## src/rtl/dram_wr_rd_ctrl.sv

```systemverilog
// Button-started DRAM macro test sequencer: serial address, data word, write pulse, optional read-back.
// Define UART_TX_EN to dump the captured read word as two 8N1 bytes on uart_txd.
`timescale 1ns/1ps
module dram_wr_rd_ctrl #(
  parameter int CLK_DIV  = 4,
  parameter int WR_PULSE = 4,
  parameter int RD_PULSE = 8,
  parameter int SA_PULSE = 3,
  parameter int BAUD_DIV = 868
) (
  input  logic        clk,
  input  logic        rst,
  input  logic        IO_EN_button,
  input  logic [16:1] DRAM16_data,
  input  logic        SW2,
  input  logic        SW3,
  input  logic        SW4,
  input  logic        SW5,
  input  logic        SW6,
  input  logic        SW7,
  input  logic        SW8,
  input  logic        SW9,
  input  logic        SW10,
  input  logic        SW11,
  input  logic        SW12,
  output logic        RD_DONE_LED,
  output logic        WT_DONE_LED,
  output logic [2:0]  PC_data,
  output logic [1:0]  PC_D_IN,
  output logic [1:0]  PC_R_AD,
  output logic [1:0]  LIM_SEL,
  output logic        ADD_IN,
  output logic        ADD_VALID_IN,
  output logic [16:1] D_IN,
  output logic        DATA_VALID_IN,
  output logic [16:1] LIM_IN,
  output logic        clk_out,
  output logic        WRI_EN,
  output logic [16:1] R_AD,
  output logic        DE_ADD3,
  output logic        RD_EN,
  output logic        VSAEN,
  output logic        REF_WWL,
  output logic        uart_txd
);

  localparam logic [2:0] S_IDLE    = 3'd0;
  localparam logic [2:0] S_ASHIFT  = 3'd1;
  localparam logic [2:0] S_DATA    = 3'd2;
  localparam logic [2:0] S_WRITE   = 3'd3;
  localparam logic [2:0] S_READ    = 3'd4;
  localparam logic [2:0] S_CAPTURE = 3'd5;
  localparam logic [2:0] S_DONE    = 3'd7;

  localparam logic [15:0] WR_LAST  = 16'(WR_PULSE - 1);
  localparam logic [15:0] RD_LAST  = 16'(RD_PULSE - 1);
  localparam logic [15:0] SA_FIRST = 16'(RD_PULSE - SA_PULSE);
  localparam logic [15:0] CD_LAST  = 16'(CLK_DIV - 1);

  logic [2:0]  state;
  logic [15:0] cnt;
  logic [15:0] addr;
  logic [15:0] pattern;
  logic [2:0]  btn_sync;
  logic [10:0] sw_s1;
  logic [10:0] sw_s2;
  logic [15:0] cd_cnt;
  logic        start;
  logic        add_vld_d;
  logic        add_bit_d;
  logic        data_vld_d;
  logic        wri_d;
  logic        rd_d;
  logic        vsa_d;

`ifdef UART_TX_EN
  localparam logic [2:0]  S_TX      = 3'd6;
  localparam logic [15:0] BAUD_LAST = 16'(BAUD_DIV - 1);
  logic [19:0] tx_sh;
  logic [4:0]  tx_bit;
  logic [15:0] baud_cnt;
  logic        txd_q;
  logic        tx_done;
`endif

  // Button and switches are asynchronous; the button idles high, so its sync chain resets high.
  always_ff @(posedge clk) begin
    if (rst) begin
      btn_sync <= 3'b111;
      sw_s1    <= '0;
      sw_s2    <= '0;
    end else begin
      btn_sync <= {btn_sync[1:0], IO_EN_button};
      sw_s1    <= {SW12, SW11, SW10, SW9, SW8, SW7, SW6, SW5, SW4, SW3, SW2};
      sw_s2    <= sw_s1;
    end
  end

  assign PC_data = sw_s2[2:0];
  assign PC_D_IN = sw_s2[4:3];
  assign PC_R_AD = sw_s2[6:5];
  assign LIM_SEL = sw_s2[8:7];

  assign start = btn_sync[2] & ~btn_sync[1] & ((state == S_IDLE) | (state == S_DONE));

`ifdef UART_TX_EN
  // Frame is {stop, lo, start, stop, hi, start}, shifted out from bit 0.
  assign tx_done = (state == S_TX) && (baud_cnt == BAUD_LAST) && (tx_bit == 5'd19);

  always_ff @(posedge clk) begin
    if (rst) begin
      tx_sh    <= '1;
      tx_bit   <= '0;
      baud_cnt <= '0;
      txd_q    <= 1'b1;
    end else begin
      txd_q <= (state == S_TX) ? tx_sh[0] : 1'b1;
      if (state == S_CAPTURE) begin
        tx_sh    <= {1'b1, DRAM16_data[8:1], 1'b0, 1'b1, DRAM16_data[16:9], 1'b0};
        tx_bit   <= '0;
        baud_cnt <= '0;
      end else if (state == S_TX) begin
        if (baud_cnt == BAUD_LAST) begin
          baud_cnt <= '0;
          tx_bit   <= tx_bit + 5'd1;
          tx_sh    <= {1'b1, tx_sh[19:1]};
        end else begin
          baud_cnt <= baud_cnt + 16'd1;
        end
      end
    end
  end

  assign uart_txd = txd_q;
`else
  // Without the UART the read word has no path off-chip; only RD_DONE_LED reports the read.
  logic unused;
  assign unused   = &{1'b0, DRAM16_data, 32'(BAUD_DIV)};
  assign uart_txd = 1'b1;
`endif

  always_ff @(posedge clk) begin
    if (rst) begin
      state   <= S_IDLE;
      cnt     <= '0;
      addr    <= '0;
      pattern <= '0;
    end else begin
      case (state)
        S_IDLE, S_DONE: begin
          if (start) begin
            state   <= S_ASHIFT;
            cnt     <= '0;
            pattern <= sw_s2[9] ? addr : 16'h5AA5;
          end
        end
        S_ASHIFT: begin
          if (cnt == 16'd15) begin
            state <= S_DATA;
            cnt   <= '0;
          end else begin
            cnt <= cnt + 16'd1;
          end
        end
        S_DATA: begin
          state <= S_WRITE;
          cnt   <= '0;
        end
        S_WRITE: begin
          if (cnt == WR_LAST) begin
            cnt <= '0;
            if (sw_s2[10]) begin
              state <= S_READ;
            end else begin
              state <= S_DONE;
              addr  <= addr + 16'd1;
            end
          end else begin
            cnt <= cnt + 16'd1;
          end
        end
        S_READ: begin
          if (cnt == RD_LAST) begin
            state <= S_CAPTURE;
            cnt   <= '0;
          end else begin
            cnt <= cnt + 16'd1;
          end
        end
        S_CAPTURE: begin
`ifdef UART_TX_EN
          state <= S_TX;
`else
          state <= S_DONE;
          addr  <= addr + 16'd1;
`endif
        end
`ifdef UART_TX_EN
        S_TX: begin
          if (tx_done) begin
            state <= S_DONE;
            addr  <= addr + 16'd1;
          end
        end
`endif
        default: state <= S_IDLE;
      endcase
    end
  end

  assign add_vld_d  = (state == S_ASHIFT);
  assign add_bit_d  = add_vld_d & addr[4'd15 - cnt[3:0]];
  assign data_vld_d = (state == S_DATA);
  assign wri_d      = (state == S_WRITE);
  assign rd_d       = (state == S_READ);
  assign vsa_d      = rd_d && (cnt >= SA_FIRST);

  // All macro pins are registered one cycle behind the state decode, so pulse widths equal state dwell.
  always_ff @(posedge clk) begin
    if (rst) begin
      ADD_VALID_IN  <= 1'b0;
      ADD_IN        <= 1'b0;
      DATA_VALID_IN <= 1'b0;
      WRI_EN        <= 1'b0;
      REF_WWL       <= 1'b0;
      RD_EN         <= 1'b0;
      DE_ADD3       <= 1'b0;
      VSAEN         <= 1'b0;
      D_IN          <= '0;
      LIM_IN        <= '0;
      R_AD          <= '0;
      WT_DONE_LED   <= 1'b0;
      RD_DONE_LED   <= 1'b0;
    end else begin
      ADD_VALID_IN  <= add_vld_d;
      ADD_IN        <= add_bit_d;
      DATA_VALID_IN <= data_vld_d;
      WRI_EN        <= wri_d;
      REF_WWL       <= wri_d;
      RD_EN         <= rd_d;
      DE_ADD3       <= rd_d;
      VSAEN         <= vsa_d;
      if (data_vld_d) begin
        D_IN   <= pattern;
        LIM_IN <= pattern;
      end
      if (rd_d) begin
        R_AD <= addr;
      end
      if (start) begin
        WT_DONE_LED <= 1'b0;
        RD_DONE_LED <= 1'b0;
      end else begin
        if (WRI_EN && !wri_d) begin
          WT_DONE_LED <= 1'b1;
        end
        if (state == S_CAPTURE) begin
          RD_DONE_LED <= 1'b1;
        end
      end
    end
  end

  always_ff @(posedge clk) begin
    if (rst) begin
      cd_cnt  <= '0;
      clk_out <= 1'b0;
    end else if (cd_cnt == CD_LAST) begin
      cd_cnt  <= '0;
      clk_out <= ~clk_out;
    end else begin
      cd_cnt <= cd_cnt + 16'd1;
    end
  end

endmodule

```

## config.mk

```make
export PLATFORM = sky130hd
export DESIGN_NAME = dram_wr_rd_ctrl
export DESIGN_NICKNAME = d
export VERILOG_FILES = /design/src/rtl/dram_wr_rd_ctrl.sv
export SDC_FILE = /design/constraint.sdc
export NUM_CORES = 1
export LEC_CHECK = 0
export BUFFER_PORTS_ARGS = -buffer_cell sky130_fd_sc_hd__buf_2
export CORE_ASPECT_RATIO = 0.9
export CORE_UTILIZATION = 50
export CTS_CLUSTER_SIZE = 16
export DETAILED_ROUTE_END_ITERATION = 10
export HOLD_SLACK_MARGIN = 0.12
export PLACE_DENSITY = 0.74
export SYNTH_ARGS = -nofsm -noshare
export SYNTH_HDL_FRONTEND = slang
export SYNTH_SLANG_ARGS = --single-unit
export TNS_END_PERCENT = 30
```

## constraint.sdc

```tcl
create_clock -name clk -period 4.6 [get_ports clk]
set_input_delay 0.23 -clock clk [delete_from_list [all_inputs] [get_ports clk]]
set_output_delay 0.23 -clock clk [all_outputs]
set_load 0.03 [all_outputs]
```

---- After elaboration in Yosys (flattened, before gate mapping) ----
Cells that the tools add are included.
cells by class
  add/subtract/negate cells ............... 4
  magnitude comparators ................... 2
  equal/unequal tests ..................... 15
  muxes and demuxes ....................... 17
  bitwise logic cells ..................... 6
  reductions and logical operators ........ 13
operators with widths
  cell                     number
  $mux W16                 7
  $pmux W16 S5             1
  $add A16 B1 Y16 const B  3
  $eq A16 B2 Y1 const B    2
  $pmux W16 S2             1
  $pmux W3 S6              1
  $eq A16 B3 Y1 const B    1
  $eq A16 B4 Y1 const B    1
  $ge A16 B3 Y1 const B    1
  $mux W3                  4
  $eq A3 B3 Y1 const B     3
  $eq A3 B2 Y1 const B     2
  $ne A2 B1 Y1 const B     3
  $reduce_or A2 Y1         3
  $lt A4 B5 Y1 const B     1
  $reduce_bool A5 Y1       1
  $bmux W1 S4              1
  $ne A2 B2 Y1 const B     2
  $reduce_and A2 Y1        2
  $reduce_and A4 Y1        1
  $sub A4 B4 Y4 const A    1
  $and A1 B1 Y1            3
  $eq A3 B1 Y1 const B     1
  $logic_not A3 Y1         1
  8 further kinds          10
storage, ports and cells
  register bits after elaboration ......... 133

---- Logic depth before layout (Yosys ltp) ----
Gate-level depths: netlist of the first run.
  depth in word-level cells ............... 5
  mapped depth ............................ 8
  gate-level depth less buffers ........... 6

---- Worst setup path before layout of the first run ----
No wires, ideal clock.
  kind .................................... register -> register
  from .................................... reg cnt[0]
  to ...................................... reg ADD_IN
  arrival time ............................ 1797 ps
  required time ........................... 4485 ps
  setup slack ............................. 2688 ps
  cell stages (with the launch flop) ...... 5
  path buffers ............................ 1
  cell sequence ........................... dfxtp_1 -> clkbuf_1 -> mux4_2 -> mux4_2 -> and2_1
on the way
  cells in the longest elaborated chain, start to end .. 4
RTL lines
  what                           line  text
  from (decl)                    61    logic [15:0] cnt;
  from (signal assigned)         162   cnt <= cnt + 16'd1;
  from (signal assigned)         179   cnt <= cnt + 16'd1;
  from (signal assigned)         187   cnt <= cnt + 16'd1;
  $sub A4 B4 Y4                  212   assign add_bit_d = add_vld_d & addr[4'd15 - cnt[3:0]];
  $bmux W1 S4                    212
  $mux W1 (not written as such)  212
  $and A1 B1 Y1                  212
  to (signal assigned)           236   ADD_IN <= add_bit_d;
  to (decl)                      32    output logic ADD_IN,
No other way between the ends. The select of a mux whose other input is x is not followed.
A chain may end at the register's enable or synchronous reset.

---- Worst setup path in the final report of the first run ----
  from .................................... reg state[2]
  to ...................................... reg cnt[12]
on the way
  cells in the longest elaborated chain, start to end .. 5
RTL lines
  what                                                     line      text
  from (decl)                                              60        logic [2:0] state;
  from (signal assigned)                                   144       state <= S_IDLE;
  from (signal assigned)                                   152       state <= S_ASHIFT;
  from (signal assigned)                                   159       state <= S_DATA;
  $eq A3 B3 Y1 / $logic_not A3 Y1 (equally long branches)  104, 149
  $or A1 B1 Y1                                             104       assign start = btn_sync[2] & ~btn_sync[1] & ((state == S_IDLE) | (state == S_DONE));
  $and A1 B1 Y1                                            104
  $ne A2 B2 Y1 (no line)                                   -
  $reduce_and A2 Y1 (no line)                              -
Parallel ways exist; a longest one is shown, timed or not.

==> results of run 1 <==
-- power groups by stage --
stage                     clock (W)  sequential (W)  combinational, W
final                       0.00132         0.00120          0.000134
after CTS                   0.00135         0.00120          0.000134
after global placement            0         0.00122          0.000123
after global routing        0.00140         0.00120          0.000149
after floorplan                   0         0.00121          0.000112
after detailed placement          0         0.00122          0.000126
-- state kept, by name, indices dropped and copies added (netlist names), 3 cells and up --
signal	flops
cnt	16
addr	16
LIM_IN	16
btn_sync	3
sw_s1	11
cd_cnt	16
pattern	16
R_AD	16
sw_s2	11
state	3
-- cells by family after synthesis --
| family | Yosys count |
|---|---|
| flip-flops | 133 |
| multiplexers | 7 |
| adder cells (fa/ha/maj) | 6 |
| XOR/XNOR | 23 |
| buffers and inverters | 79 |
| AND/OR/NAND/NOR | 290 |
| AO/OA/AOI/OAI | 116 |
| other | 1 |
-- worst reg2reg max path, cell delays in order (launching register included) --
cell and delay (ns):
dfxtp_1 0.65, nor3b_4 0.68, a22oi_2 0.12, a221oi_2 0.79, o21ai_1 0.42, nor2_1 0.20
-- per-stage QoR --
stage | total power, W | worst slack, ns | cell area, µm² | hold slack, ns | util
global placement | 0.00134 | 1.81 | 5860 | 0.394 | 0.537
CTS | 0.00268 | 1.71 | 6570 | 0.254 | 0.602
floorplan | 0.00133 | 2.69 | 5650 | 0.334 | -
global route | 0.00275 | 1.36 | 6570 | 0.286 | 0.602
finish | 0.00265 | 1.66 | 6570 | 0.269 | 0.602
detailed placement | 0.00135 | 1.73 | 5860 | 0.395 | 0.537
-- routing by layer --
layer	part of all wire	vias to the layer above	track usage
met1	0.46	2150	0.256
li1	-	2314	-
met2	0.49	108	0.346
met3	0.045	12	0.0617
met5	0	-	0
met4	0.011	0	0.0889
-- how the worst min path moves through the flow --
stage | startpoint | endpoint | slack (ns) | cells past startpoint
finish | rst | RD_DONE_LED | 0.27 | 2
global route | rst | RD_DONE_LED | 0.29 | 2
CTS | rst | RD_DONE_LED | 0.25 | 2
detailed placement | btn_sync[0] | btn_sync[1] | 0.40 | 1
global placement | btn_sync[0] | btn_sync[1] | 0.39 | 1
floorplan | IO_EN_button | btn_sync[0] | 0.33 | 1
-- cell type report --
type                    instances  area [µm²]
repair buffers                 94         536
inverters                       9        33.8
fillers                       985        4340
multi-input cells             443        2550
clock inverters                 8        97.6
flip-flops and latches        133        2660
well taps                     152         190
clock buffers                  24         492
-- timing repair --
item                                    CTS  global route
endpoints found under the hold margin    12             0
endpoints found under the setup margin    0             0
hold buffers                             12             0
-- Yosys cell counts, drive strengths merged, types with 2 or more instances --
master and count:
nand4 12, xor2 12, nand3 23, or2 4, nor2 48, a22oi 2
nor3 16, o22ai 5, inv 9, o21ai 18, and3 4, a311oi 3
nor4 9, o21a 3, dfxtp 133, and2 8, buf 36, ha 6
or3b 2, or3 10, or4 4, a21oi 69, nand3b 2, nor3b 9
a211o 2, xnor2 11, and4 6, o31ai 6, mux4 5, clkbuf 34
nand2b 6, nand2 99, nor2b 25
==> results.toml, run 1 <==
[yosys]
synth-seq-cells = 133
synth_area_per_cell_um2 = 8.62
synth_edf_count = 0
synthAdderAreaFrac = 0.0133
synth_cells = 655
netlist_area_um2 = 5650
synthArstFlopShare = 0
ys_types = 55
synth_top_area_share = 0.472
yosys.area_share.simple = 0.258
synth_top_family_by_area = "simple AND/OR/NAND/NOR gates"
synth_compound_area_frac = 0.121
seq_area_frac_synth = 0.472
synth_xor_area_frac = 0.0357
synthTopCellsByArea = "dfxtp_1 47%, nand2_1 6.6%, a21oi_1 6.1%"
synth_ff_type = "dfxtp_1"
ys_warn_count = 0
synth_largest_area_cell = "dfxtp_1"
syn_nets = 691
synthMuxAreaShare = 0.0237

[global_routing]
grt_pass1_wl_um = 19300
grt_antenna_before_repair = 0
grt_pass1_vias = 4163
grt-ovfl-total = 0
grt_max_degree = 64
grtUsageTotal = 0.209

[timing]
fin_crit_sh = 0.639
rsz0062_at_grt = "no"
finalSetupTns_ns = 0
setup_violations = 0
fmax_ghz = 0.340
tightestPinTransition_ns = 0.892
clock_skew_ns = 0.00902
final.min_clock_period_ns = 2.94
hold_viol_final = 0
maxSlewViolCount = 0
slew_headroom = 0.405

[cts]
post_cts_resized = 0
clock_latency_ns = 0.41
cts_setup_buffers = 0
cts_root_buffer = "clkbuf_16"
cts_tree = "done"
cts_buffers = 17
cts_buffer_depth = 2
cts.sinks = 133
cts.clk_slew.worst_paths_ns = 0.06
h-tree-depth = 4

[pwr]
pwr-share-clk = 0.498
sw_frac_of_total = 0.217
seq_power_share = 0.452
combPwrFrac = 0.051
intPower_w = 0.00207
powerDensity_nw_per_um2 = 403
max-vdd-ir-drop_v = 0.000290
netSwitchingPower_w = 0.000575
p_leak_nw = 2.46

[critical_path]
worstSetupEndpointType = "flip-flop"
max_stage_delay_ns = 0.79
path_delay_family = "compound AO/OA/AOI/OAI gates"
reg2reg_depth = 5
worst-path-stages = 5
cp-start-kind = "flip-flop"
r2r_start = "state[2]"
cp_cell_sequence = "nor3b_4 > a22oi_2 > a221oi_2 > o21ai_1 > nor2_1"
crit_buf_inv = 0
cp_data_arrival_time_ns = 3.28
required_ns = 4.94
cp_max_fo = 19
crit_type = "flip-flop to flip-flop"
critPathSlowestCell = "a221oi_2"
endpoint = "cnt[12]"
rr_endpoint = "cnt[12]"
critical_path.startpoint = "state[2]"
reg2reg_slack_ns = 1.66

[die]
die_h_um = 103
ioPinCount = 99
coreArea_um2 = 10900
die_w_um = 114
rows = 36
start_util = 0.518
dieArea_um2 = 11700

[detailed_routing]
wl_per_cell_um = 13.2
viasPerCell = 5.31
vias = 4584
routed_wl_um = 11400
drc = 0
first_pass_iters = 5
drt_iter0_drc = 177
ant_nets = 0

[finish]
syn_to_final_growth_pct = 16.3
nets = 734
finalNonFillerCells = 863
final_layout_size_suffix_gt1_frac = 0.180
most-common-layout-cells = "133 x dfxtp_1, 99 x nand2_1, 80 x buf_2"
n_antenna_cell = 0
layout_commonest_cell = "dfxtp_1"

[worst_hold_path]
min-delay-path-class = "primary input to flip-flop"

[place]
port-buffer-count = 81
dpl.hpwl_um = 7530
finalWeightedCongestion = 0.797
dp.cells = 819

[flow_run]
maxCapViolCount = 0

[status]
outcome = "complete, no violations"
No activity file was read; power rests on OpenSTA's default activity.
==> run 2: changes to the inputs <==
Settings changed: PLACE_DENSITY 0.74 to 0.76.
Clock period 4.6 ns to 2.5 ns, I/O delays scaled along.
==> results.toml, run 2 (synthesized netlist as in run 1, its figures left out) <==
[global_routing]
grt_pass1_vias = 4328
grt_max_degree = 51
grt_pass1_wl_um = 19600
grtUsageTotal = 0.213
grt-ovfl-total = 0
grt_antenna_before_repair = 0

[cts]
cts_setup_buffers = 0
cts_root_buffer = "clkbuf_16"
cts_buffer_depth = 2
cts_buffers = 17
cts.clk_slew.worst_paths_ns = 0.06
h-tree-depth = 4
clock_latency_ns = 0.42
cts_tree = "done"
cts.sinks = 133

[detailed_routing]
wl_per_cell_um = 13.4
vias = 4614
routed_wl_um = 11800
drc = 0
ant_nets = 0
viasPerCell = 5.27
first_pass_iters = 4
drt_iter0_drc = 221

[pwr]
seq_power_share = 0.456
powerDensity_nw_per_um2 = 723
max-vdd-ir-drop_v = 0.000477
p_leak_nw = 2.54
combPwrFrac = 0.057
intPower_w = 0.00374
pwr-share-clk = 0.488
sw_frac_of_total = 0.222
netSwitchingPower_w = 0.00107

[critical_path]
required_ns = 2.83
crit_type = "flip-flop to flip-flop"
crit_buf_inv = 0
rr_endpoint = "addr[6]"
cp-start-kind = "flip-flop"
critPathSlowestCell = "or4_1"
cp_data_arrival_time_ns = 2.65
cp_cell_sequence = "ha_1 > nor3b_1 > and4_1 > o21ai_2 > or4_1 > a21oi_1"
reg2reg_slack_ns = 0.19
cp_max_fo = 27
path_delay_family = "simple AND/OR/NAND/NOR gates"
r2r_start = "cnt[0]"
reg2reg_depth = 6
max_stage_delay_ns = 0.59
worstSetupEndpointType = "flip-flop"

[die]
ioPinCount = 99
die_w_um = 114
dieArea_um2 = 11700
start_util = 0.518
coreArea_um2 = 10900
die_h_um = 103
rows = 36

[finish]
most-common-layout-cells = "133 x dfxtp_1, 99 x nand2_1, 80 x buf_2"
final_area_um2 = 6660
layout_commonest_cell = "dfxtp_1"
final_layout_size_suffix_gt1_frac = 0.200
nets = 748
n_antenna_cell = 0
syn_to_final_growth_pct = 17.9

[status]
outcome = "complete, no violations"

[timing]
hold_viol_final = 0
clock_skew_ns = 0.0124
finalSetupTns_ns = 0
rsz0062_at_grt = "no"
maxSlewViolCount = 0
fmax_ghz = 0.432
tightestPinTransition_ns = 0.927
worst_slack_ns = 0.186
slew_headroom = 0.382
fin_crit_sh = 0.926
setup_violations = 0
final.min_clock_period_ns = 2.31

[place]
dpl.hpwl_um = 7880
port-buffer-count = 81
place_ws_ns = 0.210
finalWeightedCongestion = 0.836
dpl-instance-area_um2 = 5960

[flow_run]
maxCapViolCount = 0

[worst_hold_path]
hp-start = "rst"
holdPathStages = 2
min-delay-path-class = "primary input to flip-flop"
hold_path_end = "sw_s2[10]"
[run 2: changes by cell type in the layout (fill, tap and decap cells not counted), sizes merged]
cell / change
buf: +14
clkinvlp: -2
clkbuf: -2
clkinv: +4
bufinv: -1
[run 2: worst reg2reg max path: stages, from the launching register on]
cell and delay [ns]:
dfxtp_1 0.34, ha_1 0.25, nor3b_1 0.23, and4_1 0.35
o21ai_2 0.30, or4_1 0.60, a21oi_1 0.17
[run 2: how the worst max path moves through the flow]
stage / from / endpoint / slack, ns / cells after the start
6_report: cnt[0] / addr[6] / 0.19 / 6
5_1_grt: cnt[0] / addr[6] / 0.03 / 6
4_1_cts: cnt[0] / addr[6] / 0.19 / 6
3_5_place_dp: cnt[0] / addr[12] / 0.21 / 6
3_3_place_gp: cnt[0] / addr[12] / 0.30 / 6
2_1_floorplan: cnt[0] / ADD_IN / 0.59 / 4
[run 2: what timing repair did]
item / CTS / global route
hold buffers: 12 / 0
endpoints found under the setup margin: 0 / 1
gates resized for setup: 0 / 1
hold endpoints to repair: 12 / 0
[run 2: power groups by stage]
| stage | Clock [W] | Sequential (W) | Combinational (W) |
|---|---|---|---|
| 4_1_cts | 0.00239 | 0.00219 | 0.000274 |
| 3_5_place_dp | 0 | 0.00224 | 0.000258 |
| 6_report | 0.00235 | 0.00219 | 0.000274 |
| 2_1_floorplan | 0 | 0.00223 | 0.000205 |
| 5_1_grt | 0.00248 | 0.00220 | 0.000304 |
| 3_3_place_gp | 0 | 0.00223 | 0.000250 |
[run 2: per-stage QoR]
step	total power, W	utilization	std cells	hold slack [ns]
3_5_place_dp	0.00249	0.547	833	0.314
5_1_grt	0.00498	0.611	876	0.185
4_1_cts	0.00485	0.610	876	0.158
6_report	0.00481	0.611	876	0.158
3_3_place_gp	0.00248	0.547	833	0.311
2_1_floorplan	0.00244	-	655	0.229
[run 2: final cells by class]
class                   instances  area [µm²]
inverters                       9        33.8
fillers                       965        4240
clock buffers                  22         494
repair buffers                108         641
multi-input cells             443        2560
flip-flops and latches        133        2660
well taps                     152         190
clock inverters                 9        76.3
[run 2: layer usage]
metal | track usage | wire length (µm)
met5 | 0 | 0
met4 | 0.0929 | 164
met3 | 0.0600 | 463
met2 | 0.369 | 6030
met1 | 0.250 | 5110
